`src/rtl/filt_cici_ctrl.sv`:
```
// CIC interpolator sequencer. Runs on the fast clock and replaces the divided
// slow clock with a comb strobe (one cycle in R) and a continuous integrator
// enable. Samples arrive over valid/ready, one per slow period. A missing
// sample is replaced by zero and flagged. A stop flushes the filter with
// order*diff_delay zero-valued slow periods.
module filt_cici_ctrl #(
  parameter int gp_max_interpolation = 64,
  parameter int gp_cnt_width         = $clog2(gp_max_interpolation),
  parameter int gp_order             = 3,
  parameter int gp_diff_delay        = 1,
  parameter int gp_inp_width         = 16,
  parameter int gp_dp_latency        = 2
) (
  input  logic                    i_clk,
  input  logic                    i_rst,
  input  logic                    i_start,
  input  logic                    i_stop,
  input  logic [gp_cnt_width-1:0] i_rate,
  input  logic                    i_s_valid,
  input  logic [gp_inp_width-1:0] i_s_data,
  output logic                    o_s_ready,
  output logic                    o_dp_clr,
  output logic                    o_comb_ena,
  output logic                    o_integ_ena,
  output logic [gp_inp_width-1:0] o_cic_data,
  output logic                    o_m_valid,
  output logic [gp_cnt_width-1:0] o_phase,
  output logic                    o_busy,
  output logic                    o_underrun,
  input  logic                    i_clr_underrun
);

  localparam logic [1:0] ST_IDLE  = 2'd0;
  localparam logic [1:0] ST_RUN   = 2'd1;
  localparam logic [1:0] ST_FLUSH = 2'd2;

  localparam int FLUSH_LEN = gp_order * gp_diff_delay;
  localparam int FCW       = (FLUSH_LEN < 1) ? 1 : $clog2(FLUSH_LEN + 1);

  logic [1:0]              state;
  logic [gp_cnt_width-1:0] phase;
  logic [gp_cnt_width-1:0] rate_m1;     // latched R-1, so the wrap test is a plain compare
  logic [gp_cnt_width-1:0] rate_m1_nxt;
  logic [FCW-1:0]          flush_cnt;
  logic                    stop_pend;
  logic                    wrap;
  logic                    underrun_set;
  int                      rate_c;

  // Integrator-enable delay line; the last tap is the datapath output valid.
  logic [gp_dp_latency-1:0] vld_pipe;
  logic [gp_dp_latency:0]   vld_in;

  assign wrap         = (phase == rate_m1);
  assign o_s_ready    = (state == ST_RUN) && wrap && !stop_pend;
  assign underrun_set = o_s_ready && !i_s_valid;
  assign o_phase      = phase;
  assign o_busy       = (state != ST_IDLE);
  assign vld_in       = {vld_pipe, o_integ_ena};
  assign o_m_valid    = vld_pipe[gp_dp_latency-1];

  // Clamp the requested rate into 2..gp_max_interpolation, expressed as R-1.
  always_comb begin
    rate_c = int'(i_rate);
    if (rate_c < 2)                         rate_c = 2;
    else if (rate_c > gp_max_interpolation) rate_c = gp_max_interpolation;
    rate_m1_nxt = gp_cnt_width'(rate_c - 1);
  end

  // Sequencer: phase counter, state transitions, strobes and the comb-input sample.
  always_ff @(posedge i_clk or posedge i_rst) begin
    if (i_rst) begin
      state       <= ST_IDLE;
      phase       <= '0;
      rate_m1     <= gp_cnt_width'(1);
      flush_cnt   <= '0;
      stop_pend   <= 1'b0;
      o_dp_clr    <= 1'b0;
      o_comb_ena  <= 1'b0;
      o_integ_ena <= 1'b0;
      o_cic_data  <= '0;
    end else begin
      o_dp_clr   <= 1'b0;
      o_comb_ena <= 1'b0;
      case (state)
        ST_IDLE: begin
          // A stop arriving alongside start is simply not looked at here.
          if (i_start) begin
            rate_m1     <= rate_m1_nxt;
            phase       <= '0;
            stop_pend   <= 1'b0;
            o_dp_clr    <= 1'b1;
            o_integ_ena <= 1'b1;
            state       <= ST_RUN;
          end
        end
        ST_RUN: begin
          if (i_stop) stop_pend <= 1'b1;
          if (wrap) begin
            // Comb strobe lands on phase 0 regardless of whether a sample arrived.
            phase      <= '0;
            o_comb_ena <= 1'b1;
            if (stop_pend) begin
              o_cic_data <= '0;
              flush_cnt  <= FCW'(FLUSH_LEN);
              stop_pend  <= 1'b0;
              state      <= ST_FLUSH;
            end else if (i_s_valid) begin
              o_cic_data <= i_s_data;
            end else begin
              o_cic_data <= '0;
            end
          end else begin
            phase <= phase + gp_cnt_width'(1);
          end
        end
        ST_FLUSH: begin
          if (wrap) begin
            phase <= '0;
            if (flush_cnt <= FCW'(1)) begin
              flush_cnt   <= '0;
              o_integ_ena <= 1'b0;
              state       <= ST_IDLE;
            end else begin
              flush_cnt  <= flush_cnt - FCW'(1);
              o_comb_ena <= 1'b1;
            end
          end else begin
            phase <= phase + gp_cnt_width'(1);
          end
        end
        default: begin
          state       <= ST_IDLE;
          phase       <= '0;
          o_integ_ena <= 1'b0;
        end
      endcase
    end
  end

  // Sticky underrun flag; a new underrun beats a simultaneous clear.
  always_ff @(posedge i_clk or posedge i_rst) begin
    if (i_rst)               o_underrun <= 1'b0;
    else if (underrun_set)   o_underrun <= 1'b1;
    else if (i_clr_underrun) o_underrun <= 1'b0;
  end

  // Shift the integrator enable through the datapath latency.
  always_ff @(posedge i_clk or posedge i_rst) begin
    if (i_rst) vld_pipe <= '0;
    else       vld_pipe <= vld_in[gp_dp_latency-1:0];
  end

endmodule

```
`config.mk`:
```
export PLATFORM = sky130hd
export DESIGN_NAME = filt_cici_ctrl
export DESIGN_NICKNAME = d
export VERILOG_FILES = /design/src/rtl/filt_cici_ctrl.sv
export SDC_FILE = /design/constraint.sdc
export NUM_CORES = 1
export LEC_CHECK = 0
export ABC_CLOCK_PERIOD_IN_PS = 1700
export CORE_MARGIN = 1
export CORE_UTILIZATION = 43
export CTS_BUF_LIST = sky130_fd_sc_hd__clkbuf_4
export DETAILED_ROUTE_END_ITERATION = 16
export GPL_TIMING_DRIVEN = 0
export PLACE_DENSITY = 0.78
export SETUP_SLACK_MARGIN = 0.2
export SLEW_MARGIN = 20
export SYNTH_ARGS = -nofsm -noshare
export SYNTH_HDL_FRONTEND = slang
export SYNTH_SLANG_ARGS = --single-unit
```
`constraint.sdc`:
```
create_clock -name i_clk -period 1.7 [get_ports i_clk]
set_input_delay 0.34 -clock i_clk [delete_from_list [all_inputs] [get_ports i_clk]]
set_output_delay 0.34 -clock i_clk [all_outputs]
set_load 0.05 [all_outputs]
```
==> Word-level counts from Yosys, hierarchy flattened <==
Index checks and enable logic that the tools add are counted.
{ "classes": {"n_addsub": 3, "n_mul": 0, "div": 0, "n_lt_le_gt_ge": 2, "n_eq_ne": 8, "shift": 0, "muxes": 34, "bitwise": 1, "reduce_logical": 17} }
{ "op_table": {"columns": ["operator", "count"], "rows": [
  ["16-bit 2-to-1 mux", 2],
  ["2-bit 2-to-1 mux", 9],
  ["6-bit 2-to-1 mux", 3],
  ["1-bit 2-to-1 mux", 14],
  ["6-bit case mux with 2 select lines", 1],
  ["2-bit inequality test (second input constant)", 5],
  ["4-bit AND reduction", 2],
  ["2-bit nonzero test", 4],
  ["6-bit by 1-bit adder with 6-bit output (second input constant)", 1],
  ["6-bit == test", 1],
  ["6-bit by 2-bit < comparator with 1-bit output (second input constant)", 1],
  ["2-bit case mux with 3 select lines", 1],
  ["2-bit AND reduction", 3],
  ["6-bit by 2-bit subtractor with 6-bit output (second input constant)", 1],
  ["5-bit AND reduction", 1],
  ["1-bit case mux with 2 select lines", 2],
  ["2-bit case mux with 2 select lines", 1],
  ["1-bit logical AND", 3],
  ["1-bit case mux with 3 select lines", 1],
  ["2-bit by 1-bit == test with 1-bit output (second input constant)", 1],
  ["2-bit == test (second input constant)", 1],
  ["2-bit by 1-bit <= comparator with 1-bit output (second input constant)", 1],
  ["1-bit zero test", 2],
  ["2-bit zero test", 1],
  ["3 further kinds", 3]
]} }
{ "word_totals": {"register_bits": 39, "latchBits": 0, "mem_bits_rw": 0, "mem_bits_ro": 0, "in_bits": 28, "output_inout_bits": 29, "elab_cells": 76, "memories": 0} }

==> Logic depth before layout (Yosys ltp) <==
{ "logic_depth": {"ltp_word": 5, "ltp_mapped": 8, "ltp_nobuf": 7} }

==> Worst setup path after synthesis <==
No wires, ideal clock.
{ "synth_path": {"path_type": "flip-flop to output port", "startpoint": "register phase[0], in the netlist o_phase[0]", "endpoint": "output port o_s_ready", "t_arrival_ps": 2086, "required_ps": 1360, "setup_slack_ps": -726, "path_stages_with_launch": 5, "n_path_buf": 0, "path_cell_list": "dfrtp_1 -> xor2_1 -> nor4_4 -> nand2_1 -> nor2_1"} }
{ "synth_via": {"elab_chain_len": 3} }
{ "synth_lines": {"columns": ["element", "line_no", "text"], "rows": [
  ["from (decl)", "41", "logic [gp_cnt_width-1:0] phase;"],
  ["from (signal assigned)", "114", "phase <= phase + gp_cnt_width'(1);"],
  ["from (signal assigned)", "129", "phase <= phase + gp_cnt_width'(1);"],
  ["6-bit == test", "54", "assign wrap = (phase == rate_m1);"],
  ["1-bit logical AND (2 in a row)", "55", "assign o_s_ready = (state == ST_RUN) && wrap && !stop_pend;"],
  ["to (decl)", "21", "output logic o_s_ready,"]
]} }
Every way passes these cells.

==> Final worst setup path <==
{ "layout_path": {"startpoint": "register rate_m1[5]", "endpoint": "output port o_s_ready"} }
{ "layout_via": {"elab_chain_len": 3} }
{ "layout_lines": {"columns": ["element", "line_no", "text"], "rows": [
  ["from (decl)", "42", "logic [gp_cnt_width-1:0] rate_m1;"],
  ["from (signal assigned)", "75", "rate_m1 <= gp_cnt_width'(1);"],
  ["from (signal assigned)", "89", "rate_m1 <= rate_m1_nxt;"],
  ["6-bit == test", "54", null],
  ["1-bit logical AND (2 in a row)", "55", null]
]} }
Every way passes these cells.

==> flow_summary.ini <==
[sta]
fin_skew_ns = 0.00925
fin_ws_ns = -0.341
period_share = 1.20
setup_viol_count_final = 23
max_freq_ghz = 0.490
period_needed_ns = 2.04
relSlewSlack = 0.791
setup-tns-final_ns = -5.38
slew_viol_final = 0
rsz0062_at_grt = yes
worstMarginPinSlew_ns = 0.312
hold_viol = 0

[die]
core.rowCount = 22
die_w_microns = 66.0
pin_count = 57
dieArea_sq_mm = 0.00436
die_h_microns = 66.0
core_sq_mm = 0.00380
initial_core_util = 0.464

[cts]
cts_htree_levels = 2
cts_num_sinks = 39
path_clk_slew_ns = 0.11
clk_latency_ns = 0.34
clock_path_buffers = 2
cts_tree = yes
numCtsBuffers = 5
cts-root-buf = clkbuf_4
cts-hold-fix-buffers = 0

[synthesis]
synth_xor_area_frac = 0.0597
synth_fa_ha_area_frac = 0.0355
syn_inst = 155
synth_mux_area_frac = 0.0241
syn_nets = 188
synthFlopType = dfrtp_1
async_flop_share = 1.00
synth-edff-count = 0
syn_area_sq_mm = 0.00176
synth_top_family_by_area = compound AO/OA/AOI/OAI gates
ys_seq_area_frac = 0.555
synth-compound-area-share = 0.158
yosys_warnings = 0
syn_avg_cell_area_sq_um = 11.4
yosysUniqueCellTypes = 40
synth-simple-area-share = 0.135
ys_ff_latch = 39

[route]
wirelength_mm = 4.33
drt_iter0_drc = 53
drc_errors = 0
viasPerCell = 5.35
wl_per_cell_microns = 15.3
vias = 1515
drt_pass1_iterations = 5
antenna_left = 0

[pwr]
switching_share = 0.451
switchingPower_mw = 1.77
p_int_mw = 2.16
comb_power_share = 0.514
p_seq_frac = 0.373
p_per_area_mw_per_mm2 = 1450
peakVddDrop_mv = 1.24
p_clk_frac = 0.114
leakage_nw = 1.20

[global_route]
grt_usage = 0.214
grt_first_pass_wirelength_mm = 6.89
grt_max_degree = 36
grt-ovfl-total = 0
antenna_found_initial = 0
grt_pass1_vias = 1518

[cells_and_area]
area_growth_pct = 54.0
nNetsFinal = 267
utilization = 0.714
n_antenna_cell = 0
final_cells = 283
drive_gt1_frac = 0.387
fin_area_sq_mm = 0.00271

[setup_path]
end_kind = output pin
cp_data_required_time_ns = 1.36
start_kind = flop
path_class = reg2out
arrival_ns = 1.70
cp_max_fo = 2

[status]
violations = negative setup slack
status = complete, but fails checks

[place]
globalplace.congestion = 0.848
place_inst = 260
hpwl_mm = 2.90
placed_area_sq_mm = 0.00245
portBuffers = 56

[run]
cap_violations = 0

[worst_hold_path]
hp-class = in2async
[layer usage]
| layer | track usage | part of all wire | vias up |
|---|---|---|---|
| li1 | - | - | 705 |
| met1 | 0.260 | 0.42 | 742 |
| met2 | 0.365 | 0.50 | 59 |
| met3 | 0.0569 | 0.054 | 9 |
| met4 | 0.0745 | 0.018 | 0 |
| met5 | 0 | 0 | - |
[state kept, by name, summed over array words and instances, names as in the netlist]
signal,flops
rate_m1,6
stop_pend,1
o_comb_ena,1
o_phase,6
o_dp_clr,1
flush_cnt,2
state,2
o_integ_ena,1
vld_pipe,2
o_cic_data,16
o_underrun,1
[power groups by stage]
| stage | Clock (mW) | Combinational (mW) | Sequential, mW |
|---|---|---|---|
| after floorplan | 0 | 0.728 | 1.99 |
| after global placement | 0 | 1.84 | 1.44 |
| after detailed placement | 0 | 1.88 | 1.46 |
| after CTS | 0.467 | 1.98 | 1.45 |
| after global routing | 0.498 | 2.16 | 1.49 |
| final | 0.448 | 2.02 | 1.46 |
[worst paths after layout]
kind                               end  slack, ns  cells after the start         from
min reg2reg                vld_pipe[1]       0.37                      0  vld_pipe[0]
max reg2reg                o_integ_ena      -0.29                      7   rate_m1[5]
max                          o_s_ready      -0.34                      5   rate_m1[5]
min                         rate_m1[4]       0.18                      2        i_rst
max in group asynchronous   rate_m1[0]       1.04                      3        i_rst
min in group i_clk          rate_m1[5]       0.28                      3    i_rate[5]
[logic make-up after synthesis]
logic type	after synthesis
adders and majority gates	5
xor gates and xnor gates	12
DFF	39
and+or+nand+nor	44
buffers and inverters	12
AOI/OAI and AO/OA	39
muxes	4
[timing repair]
action | 4_1_cts | 5_1_grt
endpoints found under the setup margin | 64 | 39
pin swaps | 13 | 8
buffers inserted | 12 | 1
gates cloned | 2 | 0
resized for setup | 148 | 14
endpoints found under the hold margin | 0 | 0
[metrics by stage]
step | power (mW) | hold WS (ns) | worst slack, ns
detailed placement | 3.34 | 0.342 | -0.779
floorplan | 2.72 | 0.331 | -0.179
finish | 3.93 | 0.184 | -0.341
global route | 4.15 | 0.190 | -0.417
CTS | 3.90 | 0.173 | -0.364
global placement | 3.27 | 0.345 | -0.773
[synthesized netlist by cell type (2+ instances only)]
library cell / n / share of area
a21oi_1: 9 / 0.026
a22o_1: 17 / 0.085
a31oi_1: 2 / 0.0071
clkbuf_1: 2 / 0.0043
dfrtp_1: 38 / 0.54
ha_1: 5 / 0.036
inv_1: 7 / 0.015
mux2i_1: 2 / 0.011
nand2_1: 6 / 0.013
nand2b_1: 2 / 0.0071
nand3_1: 3 / 0.0085
nand4_1: 2 / 0.0071
nor2_1: 15 / 0.032
nor2b_1: 3 / 0.011
nor3_1: 2 / 0.0057
nor3b_1: 2 / 0.0085
o21ai_0: 4 / 0.011
o21ai_1: 2 / 0.0057
xnor2_1: 2 / 0.0099
xor2_1: 10 / 0.050
[layout make-up]
class / count / area, sq um
Tap cell: 48 / 60.1
Inverter: 7 / 28.8
Clock inverter: 3 / 15.0
Fill cell: 261 / 1080
Buffer: 5 / 43.8
Multi-Input combinational cell: 104 / 821
Timing Repair Buffer: 72 / 726
Clock buffer: 5 / 37.5
Sequential cell: 39 / 982
[layout by cell type, fill, tap and decap left out, types with 4 or more instances in the layout]
master | synthesis | final
a21oi_1 | 9 | 7
a22o_1 | 17 | 17
buf_2 | 1 | 6
buf_4 | 1 | 12
buf_6 | 1 | 10
clkbuf_4 | 0 | 5
clkdlybuf4s15_2 | 0 | 21
clkdlybuf4s50_1 | 0 | 23
dfrtp_1 | 38 | 34
dfrtp_2 | 0 | 4
nand2_1 | 6 | 5
nor2_1 | 15 | 14
xor2_1 | 10 | 8
[worst max-delay path, stage by stage, from the launching register on]
cell and delay [ns]:
dfrtp_1 0.43, xor2_2 0.20, nor4_4 0.34, nand2_2 0.13
nor2_4 0.11, buf_8 0.15
(Power assumes the default switching activity.)
